===== src/rtl/key_load_ctrl.sv =====
// Cipher key loader: collects four 32-bit words into a shadow buffer, commits the full key,
// then times the round-key expansion. Optional readback port under macro KEY_LOAD_READBACK_EN.
module key_load_ctrl #(
  parameter int unsigned WIDTH       = 128,
  parameter int unsigned EXP_LATENCY = 10
) (
  input  logic             clk_i,
  input  logic             rst_i,
  input  logic             wr_en_i,
  input  logic [1:0]       wr_addr_i,
  input  logic [31:0]      wr_data_i,
  input  logic             clear_i,
  input  logic [1:0]       rd_addr_i,
  output logic [WIDTH-1:0] key_ciph_o,
  output logic             keys_ready_o,
  output logic             busy_o,
  output logic             wr_err_o,
  output logic [31:0]      rd_data_o
);

  localparam int unsigned CW = (EXP_LATENCY > 1) ? $clog2(EXP_LATENCY) : 1;

  typedef enum logic [1:0] {IDLE, EXPAND, READY} state_t;

  state_t          state_q, state_d;
  logic [3:0]      mask_q, mask_d;
  logic [CW-1:0]   cnt_q, cnt_d;
  // Index 0 is the most significant word, so the packed array is the key itself.
  logic [0:3][31:0] shadow_q, shadow_d;
  logic [0:3][31:0] key_q;
  logic            commit;
  logic            err_d, err_q;

  always_comb begin
    state_d  = state_q;
    mask_d   = mask_q;
    cnt_d    = cnt_q;
    shadow_d = shadow_q;
    commit   = 1'b0;
    err_d    = 1'b0;
    if (clear_i) begin
      mask_d  = '0;
      state_d = IDLE;
    end else begin
      unique case (state_q)
        IDLE: begin
          if (wr_en_i) begin
            shadow_d[wr_addr_i] = wr_data_i;
            mask_d = mask_q | (4'b0001 << wr_addr_i);
            if (mask_d == 4'b1111) begin
              commit  = 1'b1;
              mask_d  = '0;
              cnt_d   = CW'(EXP_LATENCY - 1);
              state_d = EXPAND;
            end
          end
        end
        EXPAND: begin
          err_d = wr_en_i;
          if (cnt_q == '0) state_d = READY;
          else             cnt_d   = cnt_q - CW'(1);
        end
        READY: begin
          if (wr_en_i) begin
            shadow_d[wr_addr_i] = wr_data_i;
            mask_d  = 4'b0001 << wr_addr_i;
            state_d = IDLE;
          end
        end
        default: state_d = IDLE;
      endcase
    end
  end

  always_ff @(posedge clk_i) begin
    if (rst_i) begin
      state_q  <= IDLE;
      mask_q   <= '0;
      cnt_q    <= '0;
      shadow_q <= '0;
      key_q    <= '0;
      err_q    <= 1'b0;
    end else begin
      state_q  <= state_d;
      mask_q   <= mask_d;
      cnt_q    <= cnt_d;
      shadow_q <= shadow_d;
      err_q    <= err_d;
      if (commit) key_q <= shadow_d;
    end
  end

  assign key_ciph_o   = WIDTH'(key_q);
  assign busy_o       = (state_q == EXPAND);
  assign keys_ready_o = (state_q == READY);
  assign wr_err_o     = err_q;

`ifdef KEY_LOAD_READBACK_EN
  logic [31:0] rd_q;

  always_ff @(posedge clk_i) begin
    if (rst_i) rd_q <= '0;
    else       rd_q <= key_q[rd_addr_i];
  end

  assign rd_data_o = rd_q;
`else
  logic unused_rd_addr;

  assign unused_rd_addr = ^rd_addr_i;
  assign rd_data_o      = '0;
`endif

endmodule

===== config.mk =====
export PLATFORM = sky130hd
export DESIGN_NAME = key_load_ctrl
export DESIGN_NICKNAME = d
export VERILOG_FILES = /design/src/rtl/key_load_ctrl.sv
export SDC_FILE = /design/constraint.sdc
export NUM_CORES = 1
export LEC_CHECK = 0
export CORE_ASPECT_RATIO = 2
export CORE_UTILIZATION = 40
export DETAILED_ROUTE_END_ITERATION = 6
export PLACE_DENSITY = 0.71
export REMOVE_ABC_BUFFERS = 1
export SLEW_MARGIN = 10
export SYNTH_ARGS = -nofsm -noshare
export SYNTH_HDL_FRONTEND = slang
export SYNTH_SLANG_ARGS = --single-unit

===== constraint.sdc =====
create_clock -name clk_i -period 2.65 [get_ports clk_i]
set_input_delay 0.53 -clock clk_i [delete_from_list [all_inputs] [get_ports clk_i]]
set_output_delay 0.53 -clock clk_i [all_outputs]
set_load 0.02 [all_outputs]

==> results of run 1 <==
synthesized netlist by cell type (3+ instances only):
master	instances	area share, %
sky130_fd_sc_hd__buf_4	36	2.8
sky130_fd_sc_hd__dfxtp_1	267	55
sky130_fd_sc_hd__a31oi_1	4	0.26
sky130_fd_sc_hd__buf_2	35	1.8
sky130_fd_sc_hd__a21oi_1	5	0.26
sky130_fd_sc_hd__nor3b_1	33	2.6
sky130_fd_sc_hd__nor2_1	229	8.9
sky130_fd_sc_hd__a22o_1	3	0.27
sky130_fd_sc_hd__o21ai_0	3	0.15
sky130_fd_sc_hd__a211oi_1	96	7.4
sky130_fd_sc_hd__mux2i_1	128	13
sky130_fd_sc_hd__nand2_1	5	0.19
sky130_fd_sc_hd__a21o_1	33	2.6
sky130_fd_sc_hd__clkbuf_1	30	1.2
sky130_fd_sc_hd__nor3_1	4	0.21
sky130_fd_sc_hd__nand2b_1	5	0.32
sky130_fd_sc_hd__inv_1	7	0.27
where the power goes:
part           internal [mW]  total [mW]  switching [mW]  leakage [nW]
registers               4.05        4.07          0.0124          2.15
clock network           1.84        3.30            1.45         0.357
logic                  0.132       0.357           0.225          2.49
final cells by class:
| type | count | share of cell area, % |
|---|---|---|
| Clock buffer | 36 | 5.684 |
| Clock inverter | 5 | 0.2716 |
| Inverter | 7 | 0.2113 |
| Multi-Input combinational cell | 607 | 31.26 |
| Sequential cell | 267 | 42.98 |
| Tap cell | 287 | 2.887 |
| Timing Repair Buffer | 197 | 16.71 |
flip-flops by register name, summed over array words and instances, names as in the netlist:
signal,cells
state_q,2
wr_err_o,1
cnt_q,4
mask_q,4
shadow_q,128
key_ciph_o,128
layer usage:
layer  part of all wire, %  vias to the layer above
li1                      -                     3518
met1                    38                     3284
met2                    55                      164
met3                   4.3                       36
met4                   2.9                        0
met5                     0                        -
placed cells by master, fill, tap and decap left out, types with 2 or more instances in the layout:
cell and instances:
sky130_fd_sc_hd__nand2_1 3, sky130_fd_sc_hd__clkbuf_16 25, sky130_fd_sc_hd__o21a_1 2, sky130_fd_sc_hd__nor3_1 4, sky130_fd_sc_hd__a211oi_1 96, sky130_fd_sc_hd__and3_1 2, sky130_fd_sc_hd__nor3b_1 33, sky130_fd_sc_hd__a21oi_1 5
sky130_fd_sc_hd__a31oi_1 4, sky130_fd_sc_hd__nand4_1 2, sky130_fd_sc_hd__a21o_1 33, sky130_fd_sc_hd__clkinv_2 2, sky130_fd_sc_hd__nand2_2 2, sky130_fd_sc_hd__conb_1 32, sky130_fd_sc_hd__nor2b_1 2, sky130_fd_sc_hd__clkbuf_1 7
sky130_fd_sc_hd__dfxtp_1 267, sky130_fd_sc_hd__clkdlybuf4s50_1 167, sky130_fd_sc_hd__o21ai_0 3, sky130_fd_sc_hd__and3b_1 2, sky130_fd_sc_hd__nand2b_1 5, sky130_fd_sc_hd__mux2i_1 128, sky130_fd_sc_hd__clkbuf_8 5, sky130_fd_sc_hd__inv_1 7
sky130_fd_sc_hd__buf_4 15, sky130_fd_sc_hd__buf_12 14, sky130_fd_sc_hd__clkinvlp_4 2, sky130_fd_sc_hd__nor2_1 229, sky130_fd_sc_hd__a22o_1 3
logic make-up after synthesis:
family / synth area share (%)
other: 0.03872
buffers and inverters: 6.110
muxes: 13.23
adders and majority gates: 0.1292
AOI/OAI and AO/OA: 11.99
DFF: 55.19
and+or+nand+nor: 13.32
path summary, 6_finish.rpt:
path	from	end	slack, ps
min reg2reg	cnt_q[3]	cnt_q[3]	470
max reg2reg	mask_q[3]	key_ciph_o[7]	470
min	rst_i	shadow_q[92]	370
max	state_q[1]	busy_o	170
per-stage QoR:
step | area [um^2] | worst slack (ps) | total power [mW] | util [%] | hold WS, ps
3_3_place_gp | 11700 | 10.05 | 4.509 | 49.10 | 449.9
3_5_place_dp | 11700 | -38.35 | 4.516 | 49.10 | 463.7
6_report | 12440 | 166.7 | 7.719 | 52.21 | 368.1
2_1_floorplan | 9236 | -6660 | 4.319 | - | 434.9
5_1_grt | 12440 | 89.21 | 7.990 | 52.21 | 355.3
4_1_cts | 12440 | 154.6 | 7.822 | 52.21 | 346.3
==> summary by stage, run 1 <==
STA
Static timing analysis puts the maximum clock frequency at 0.4027 GHz. Setup violations remaining at the end of the flow were counted as 0. Summed over all failing endpoints, the final setup total negative slack is 0 ps. The final clock skew is 4.040 ps.

Setup repair after global routing left no endpoint under its margin. The post-route minimum period is between 2000 and 2500 ps. The number of failing hold endpoints at the final stage came to 0.

Dividing the final minimum period by the clock period gives between 90 and 100%. The max-slew violation count is 0.

Routing
The first-pass iteration count of the detailed router is 7. In this run the remaining antenna-violating nets after routing total 0. After detailed routing, the average wire length per cell comes to roughly 16 um. After detailed routing, the number of remaining DRC violations is 14. The total via count after detailed routing is approximately 7k. The ratio of routed vias to standard cells is around 5.

The detailed router finished its first iteration with 320 violations. The routed wire length is roughly 22000 um.

Synth
Dividing the synthesized area by the synthesized cell count gives 10.16 um^2. After synthesis, flip-flops and latches occupy 55.19% of the total area. Of all flip-flops after synthesis, the portion carrying an async set or reset was 0%. The number of flip-flops and latches in the synthesized netlist is 267.

Synthesis produced 953 cells. Yosys mapped the design onto 40 distinct sky130hd cell types. In this run, synthesis inferred 0 flip-flops with an integrated enable.

The cell area that synthesis handed to floorplanning was 9686 um^2. The top flip-flop cell by instance count after synthesis is sky130_fd_sc_hd__dfxtp_1. Yosys printed 0 warnings.

Die
The die is 112.0 um wide. After floorplanning, the core was divided into 80 placement rows. The y dimension of the die is 222.1 um. The initial standard-cell utilization of the core is 40.66%. The count of pins on the block boundary is 203.

The core outline area is 23820 um^2. The die outline area is 24880 um^2.

Finish
The net count of the finished layout is 1145. Summing all multi-input logic gate instances after layout gives 3887 um^2. The area growth from synthesis to layout is 28.41%. Counting the fill cells in the layout gives 2148. The number of standard cells in the final layout excluding fillers is roughly 1.4k. The sequential cell area in the final layout is 5345 um^2. The number of antenna diodes is 0. In the final layout, the share of cells above drive strength 1 is 6.434%.

Clock tree
The CTS root buffer is sky130_fd_sc_hd__clkbuf_16. The number of clock sinks is 267. After clock tree synthesis, the clock-pin slew on the worst setup and hold paths is ~70 ps. At the later pin of the worst-skew pair, clock insertion delay measures 510 ps. In this run the number of H-tree levels came out at 1. The CTS tree is done. Counting the buffers created by CTS gives 24. The count of hold-fix buffers inserted at cts is 0. The post-cts sizing count is 0. The buffer depth of the longest clock path is 3.

In this run the post-CTS setup repair buffer count came out at 0.

GRT
The total overflow left after global routing is 0. In the global route stage, met1 resource usage came out at 18.61%. The layer flagged by global routing as most heavily used is met2. The first global-routing pass estimated 34720 um of wire.

The number of antenna violations at the first check in global routing is 0. The via count of the first global-routing pass is around 6.5k. Global routing consumed, over all layers together, around 18% of the routing resources. The maximum number of pins on one net before global-route repair is 103.

In the global route stage, met2 resource usage came out at around a third. For met3 alone, demand over resource in global routing was 2.433%.

Setup path
The worst setup path is of the reg2out kind. The worst setup path is captured at an output port. The kind of cell with the highest combined delay on the critical path is buffers and inverters. Data on the critical path is required at its endpoint by 2120 ps. Counting cells, the worst reg-to-reg path comes to 7. On the critical path, the stage with the largest delay is an instance of sky130_fd_sc_hd__clkdlybuf4s50_1.

In this design, the stage delay of the slowest critical-path cell is roughly 640 ps. The critical path arrival is 1950 ps. The number of buffers and inverters on the critical path is 2.

Walking the worst path, the cells encountered are nand2b_1, inv_1, clkdlybuf4s50_1. The number of logic stages on the critical path including buffering is 3. In this run the worst path has a maximum fanout of 6. The startpoint type of the worst setup path is a flip-flop.

Pwr
The largest voltage drop on the vdd net is about 0.46 mV. The total leakage power is 4.999 nW. The power density over cell area is 620.7 nW/um^2.

Place
The placer congestion estimate is between 0.7 and 0.8. During placement, the flow inserted port buffers numbering 168. Including well taps, the total number of placed cells is between 1k and 1.5k. Once detailed placement completed, the half-perimeter wirelength came to 14760 um.

Worst hold path
The cell depth of the worst hold path is 2. The path class of the tightest hold or removal check is in2reg.

Status
The final reports fail on DRC. The flow ran to the end, but the final reports show violations.

Job
The max-capacitance violation count is 0.
Power figures use the tool's default switching activity.
==> run 2, diff against run 1 <==
--- a/config.mk
+++ b/config.mk
@@ -7,6 +7,7 @@
 export LEC_CHECK = 0
 export CORE_ASPECT_RATIO = 2
 export CORE_UTILIZATION = 40
+export CTS_CLUSTER_DIAMETER = 80
 export DETAILED_ROUTE_END_ITERATION = 6
 export PLACE_DENSITY = 0.71
 export REMOVE_ABC_BUFFERS = 1
@@ -14,3 +15,4 @@
 export SYNTH_ARGS = -nofsm -noshare
 export SYNTH_HDL_FRONTEND = slang
 export SYNTH_SLANG_ARGS = --single-unit
+export TNS_END_PERCENT = 50
==> results of run 2 <==
No change in the layout: final DEF, timing and power equal those of run 1.
